==> src/rtl/alu_pkg.sv <==
// Shared ALU definitions.
//   state_e : sequencer states for the byte-serial wide adder
//   BYTE_W  : width of one adder slice
//   OP_ADD / OP_SUB : encoding of the op_sub select bit
package alu_pkg;

    localparam int unsigned BYTE_W = 8;

    localparam logic OP_ADD = 1'b0;
    localparam logic OP_SUB = 1'b1;

    typedef enum logic [1:0] {
        IDLE = 2'd0,
        RUN  = 2'd1,
        DONE = 2'd2
    } state_e;

endpackage

==> src/rtl/rca_8.sv <==
// 8-bit ripple-carry adder slice.
//   a_i, b_i : byte operands
//   cin_i    : carry in
//   sum_o    : byte sum
//   cout_o   : carry out of bit 7
module rca_8 (
    input  logic [7:0] a_i,
    input  logic [7:0] b_i,
    input  logic       cin_i,
    output logic [7:0] sum_o,
    output logic       cout_o
);

    logic carry;

    always_comb begin
        carry = cin_i;
        sum_o = '0;
        for (int i = 0; i < 8; i++) begin
            sum_o[i] = a_i[i] ^ b_i[i] ^ carry;
            carry    = (a_i[i] & b_i[i]) | (carry & (a_i[i] ^ b_i[i]));
        end
        cout_o = carry;
    end

endmodule

==> src/rtl/wide_add_seq.sv <==
// Byte-serial WIDTH-bit add/subtract using a single shared rca_8 slice.
// Operands are processed LSB byte first, one byte per clock, with a
// registered carry linking the slices.
//   clk_i, rst_i      : clock, synchronous active-high reset
//   start_i, op_sub_i : request and operation select (sampled when ready_o)
//   a_i, b_i          : operands (sampled with start_i)
//   ready_o / busy_o  : IDLE / RUN indicators
//   done_o            : one-cycle pulse, result and flags valid from then on
//   result_o, cout_o, overflow_o, zero_o : registered result and flags
module wide_add_seq
    import alu_pkg::*;
#(
    parameter int unsigned WIDTH = 32
) (
    input  logic             clk_i,
    input  logic             rst_i,
    input  logic             start_i,
    input  logic             op_sub_i,
    input  logic [WIDTH-1:0] a_i,
    input  logic [WIDTH-1:0] b_i,
    output logic             ready_o,
    output logic             busy_o,
    output logic             done_o,
    output logic [WIDTH-1:0] result_o,
    output logic             cout_o,
    output logic             overflow_o,
    output logic             zero_o
);

    localparam int unsigned N    = WIDTH / BYTE_W;
    localparam int unsigned IdxW = $clog2(N);

    state_e                    state_q;
    logic [WIDTH-1:0]          a_q;
    logic [WIDTH-1:0]          b_q;
    logic                      carry_q;
    logic [IdxW-1:0]           idx_q;
    // Only the upper WIDTH-BYTE_W bits need storing; the newest byte comes
    // straight from the adder when the final result is assembled.
    logic [WIDTH-BYTE_W-1:0]   res_sh_q;

    logic                      ready_q;
    logic                      busy_q;
    logic                      done_q;
    logic [WIDTH-1:0]          result_q;
    logic                      cout_q;
    logic                      overflow_q;
    logic                      zero_q;

    logic [BYTE_W-1:0]         slice_sum;
    logic                      slice_cout;
    logic [WIDTH-1:0]          res_next;
    logic                      last_byte;

    rca_8 u_rca_8 (
        .a_i    (a_q[BYTE_W-1:0]),
        .b_i    (b_q[BYTE_W-1:0]),
        .cin_i  (carry_q),
        .sum_o  (slice_sum),
        .cout_o (slice_cout)
    );

    assign res_next  = {slice_sum, res_sh_q};
    assign last_byte = (idx_q == IdxW'(N - 1));

    always_ff @(posedge clk_i) begin
        if (rst_i) begin
            state_q    <= IDLE;
            a_q        <= '0;
            b_q        <= '0;
            carry_q    <= 1'b0;
            idx_q      <= '0;
            res_sh_q   <= '0;
            ready_q    <= 1'b1;
            busy_q     <= 1'b0;
            done_q     <= 1'b0;
            result_q   <= '0;
            cout_q     <= 1'b0;
            overflow_q <= 1'b0;
            zero_q     <= 1'b0;
        end else begin
            done_q <= 1'b0;
            unique case (state_q)
                IDLE: begin
                    if (start_i) begin
                        a_q     <= a_i;
                        // Subtract as a + ~b + 1: invert b and seed the carry.
                        b_q     <= (op_sub_i == OP_SUB) ? ~b_i : b_i;
                        carry_q <= op_sub_i;
                        idx_q   <= '0;
                        state_q <= RUN;
                        ready_q <= 1'b0;
                        busy_q  <= 1'b1;
                    end
                end
                RUN: begin
                    a_q      <= {{BYTE_W{1'b0}}, a_q[WIDTH-1:BYTE_W]};
                    b_q      <= {{BYTE_W{1'b0}}, b_q[WIDTH-1:BYTE_W]};
                    res_sh_q <= res_next[WIDTH-1:BYTE_W];
                    carry_q  <= slice_cout;
                    idx_q    <= idx_q + 1'b1;
                    if (last_byte) begin
                        state_q    <= DONE;
                        busy_q     <= 1'b0;
                        done_q     <= 1'b1;
                        result_q   <= res_next;
                        cout_q     <= slice_cout;
                        // On the last byte, bit 7 of the slice is the word MSB.
                        overflow_q <= (a_q[BYTE_W-1] == b_q[BYTE_W-1]) &&
                                      (slice_sum[BYTE_W-1] != a_q[BYTE_W-1]);
                        zero_q     <= (res_next == '0);
                    end
                end
                DONE: begin
                    state_q <= IDLE;
                    ready_q <= 1'b1;
                end
                default: begin
                    state_q <= IDLE;
                    ready_q <= 1'b1;
                    busy_q  <= 1'b0;
                end
            endcase
        end
    end

    assign ready_o    = ready_q;
    assign busy_o     = busy_q;
    assign done_o     = done_q;
    assign result_o   = result_q;
    assign cout_o     = cout_q;
    assign overflow_o = overflow_q;
    assign zero_o     = zero_q;

endmodule

==> config.mk <==
export PLATFORM = sky130hd
export DESIGN_NAME = wide_add_seq
export DESIGN_NICKNAME = d
export VERILOG_FILES = /design/src/rtl/alu_pkg.sv /design/src/rtl/rca_8.sv /design/src/rtl/wide_add_seq.sv
export SDC_FILE = /design/constraint.sdc
export NUM_CORES = 1
export LEC_CHECK = 0
export ABC_AREA = 1
export CORE_ASPECT_RATIO = 2
export CORE_MARGIN = 5
export CORE_UTILIZATION = 54
export CTS_BUF_LIST = sky130_fd_sc_hd__clkbuf_8
export CTS_CLUSTER_SIZE = 12
export DETAILED_ROUTE_END_ITERATION = 10
export PLACE_DENSITY = 0.83
export REMOVE_ABC_BUFFERS = 1
export SLEW_MARGIN = 5
export SYNTH_ARGS = -nofsm -noshare
export SYNTH_HDL_FRONTEND = slang
export SYNTH_HIERARCHICAL = 1
export SYNTH_SLANG_ARGS = --single-unit
==> constraint.sdc <==
create_clock -name clk_i -period 5.3 [get_ports clk_i]
set_input_delay 1.06 -clock clk_i [delete_from_list [all_inputs] [get_ports clk_i]]
set_output_delay 1.06 -clock clk_i [all_outputs]
set_load 0.01 [all_outputs]
==> flow_summary.json <==
{
  "status": "finished clean",
  "cts_buffer_depth": 2,
  "dieHeight_um": 152,
  "required_ps": 5610,
  "dp_hpwl_um": 9310,
  "period_needed_ps": 4090,
  "vdd_drop_max_mv": 0.203,
  "seq_area_frac_synth": 0.480,
  "layout_common_cells": "234 x nand2_1, 131 x dfxtp_1, 103 x clkdlybuf4s50_1",
  "synth_edf_count": 0,
  "drt_wl_total_um": 13000,
  "synthFlopType": "dfxtp_1",
  "cpPeakStageDelay_ps": 410,
  "crit_fanout": 3,
  "tritoncts.num_buffers": 17,
  "cts-resized-gates": 0,
  "power_density_mw_per_mm2": 301,
  "cts_tree": "done",
  "instances_no_fill": 937,
  "fin_setup_tns_ps": 0,
  "reg2reg_slack_ps": 1210,
  "wire_per_inst_um": 13.9,
  "drcViolationCount": 0,
  "grt_pass1_vias": 4734,
  "fmax_ghz": 0.244,
  "tightest_slew_ps": 1070,
  "grt_max_degree": 67,
  "grt_pass1_wl_um": 21300,
  "antenna_left": 0,
  "io_pins": 106,
  "core-area_sq_mm": 0.0100,
  "crit_path_end_kind": "flop",
  "finalCritPeriodShare": 0.772,
  "start_util": 0.545,
  "crit_arrival_ps": 4400,
  "route.vias.total": 4862,
  "cts_hold_buf": 0,
  "antenna_found_initial": 0,
  "yosys_register_bits": 131,
  "globalRouteOverflowTotal": 0,
  "via_per_inst": 5.19,
  "final_net_count": 868,
  "rsz0062_at_grt": "false",
  "slowest_stage": "fa_1",
  "layout_commonest_cell": "nand2_1",
  "critPathKind": "flop to flop",
  "htreeDepth": 4,
  "antenna_cells": 0,
  "areaGrowthSynthToFinish_pct": 24.5,
  "power.leakage_nw": 2.66,
  "cts_sinks": 131,
  "clockRootBuffer": "clkbuf_8",
  "min_path_type": "flop to flop",
  "grt_usage": 0.217,
  "drt_pre_antenna_iters": 5,
  "netlist_area_sq_mm": 0.00547,
  "ys_warn_count": 6,
  "drive_above_1_share": 0.0524,
  "yosysUniqueCellTypes": 27,
  "cap_violations": 0,
  "dpl.cell_count": 907,
  "start_kind": "flop",
  "ys_async_sr_fraction": 0,
  "die_x_um": 81.1,
  "gp_congestion": 0.899,
  "synth_cells": 709,
  "maxSlewViolCount": 0,
  "cpMostUsedCell": "fa_1",
  "max_slew_margin": 0.284,
  "hold_viol_final": 0,
  "clk_pin_slew_ps": 70,
  "skew_ps": 8.26,
  "drt-initial-drc-count": 270,
  "rows": 52,
  "clk_latency_ps": 420,
  "dieArea_sq_mm": 0.0124,
  "cts_setup_buffers": 0,
  "portBuffers": 105,
  "avgSynthCellArea_sq_um": 7.71,
  "cp_cell_sequence": "fa_1, inv_1, fa_1, inv_1, fa_1, fa_1, fa_1, fa_1, fa_1, inv_1, fa_1, inv_1, inv_1, nand3_1, nand2_1, o221ai_1, inv_1",
  "setup_viol": 0
}
[registers in the layout (all words and copies together) (netlist names)]
register and count:
state_q 2, idx_q 2, cout_o 1, ready_o 1, a_q 32, overflow_o 1, zero_o 1, carry_q 1
result_o 32, b_q 32, done_o 1, res_sh_q 24, busy_o 1
[worst max-delay path, delay by kind of cell, from the launching register on]
family                     cells  cell delay [ps]
AOI/OAI and AO/OA              1              180
adders and majority gates      8             2900
buffers and inverters          6              460
DFF                            1              330
and+or+nand+nor                2              120
[power by group]
| group | switching, mW | internal, mW | leakage [nW] |
|---|---|---|---|
| clock network | 0.347 | 0.358 | 0.188 |
| registers | 0.0333 | 1.04 | 1.07 |
| logic | 0.154 | 0.118 | 1.40 |
[cell type report]
class / count / area [sq um]
multi-input cells: 483 / 2420
well taps: 135 / 169
clock inverters: 9 / 42.5
repair buffers: 109 / 1070
flip-flops and latches: 131 / 2620
fillers: 871 / 3220
clock buffers: 21 / 289
inverters: 49 / 184
[cell usage after synthesis (5+ instances only)]
cell type / number / area share
a21oi_1: 53 / 0.049
a31oi_1: 32 / 0.037
buf_2: 22 / 0.020
clkbuf_1: 16 / 0.011
dfxtp_1: 131 / 0.48
fa_1: 8 / 0.029
inv_1: 44 / 0.030
inv_2: 5 / 0.0034
nand2_1: 234 / 0.16
nand3_1: 19 / 0.017
nor2_1: 41 / 0.028
o211ai_1: 14 / 0.019
o21ai_0: 36 / 0.033
xnor2_1: 13 / 0.021
xor2_1: 19 / 0.030
[layer usage]
metal  part of all wire  global-route usage  vias to the layer above
li1                   -                   -                     2427
met1               0.36               0.224                     2247
met2               0.56               0.401                      155
met3              0.043              0.0408                       33
met4              0.035               0.104                        0
met5                  0                   0                        -
[kinds of logic (layout without fill, tap and decap cells)]
family          after synthesis  in the layout  synth area share
buf+inv                      95            188            0.0765
compound gates              142            142             0.147
xor+xnor                     32             32            0.0513
simple gates                300            300             0.214
fa+ha+maj                     9              9            0.0316
flops                       131            131             0.480
[per-stage QoR]
stage	setup WS, ps	instance area, sq um	utilization	hold slack [ps]	power [mW]
6_report	1210	6800	0.679	461	2.05
5_1_grt	975	6800	0.679	480	2.14
4_1_cts	1210	6800	0.679	464	2.06
3_5_place_dp	1220	6470	0.646	453	1.36
3_3_place_gp	1330	6470	0.646	446	1.35
2_1_floorplan	1470	5230	-	431	1.24
[path summary, 6_finish.rpt]
check                  startpoint                      end  cells past startpoint
max reg2reg   a_q[0]$_SDFFE_PP0P_  overflow_o$_SDFFE_PP0P_                     17
min          a_q[25]$_SDFFE_PP0P_     a_q[25]$_SDFFE_PP0P_                      2
max           a_q[0]$_SDFFE_PP0P_  overflow_o$_SDFFE_PP0P_                     17
min reg2reg  a_q[25]$_SDFFE_PP0P_     a_q[25]$_SDFFE_PP0P_                      2
(Power assumes the default switching activity.)
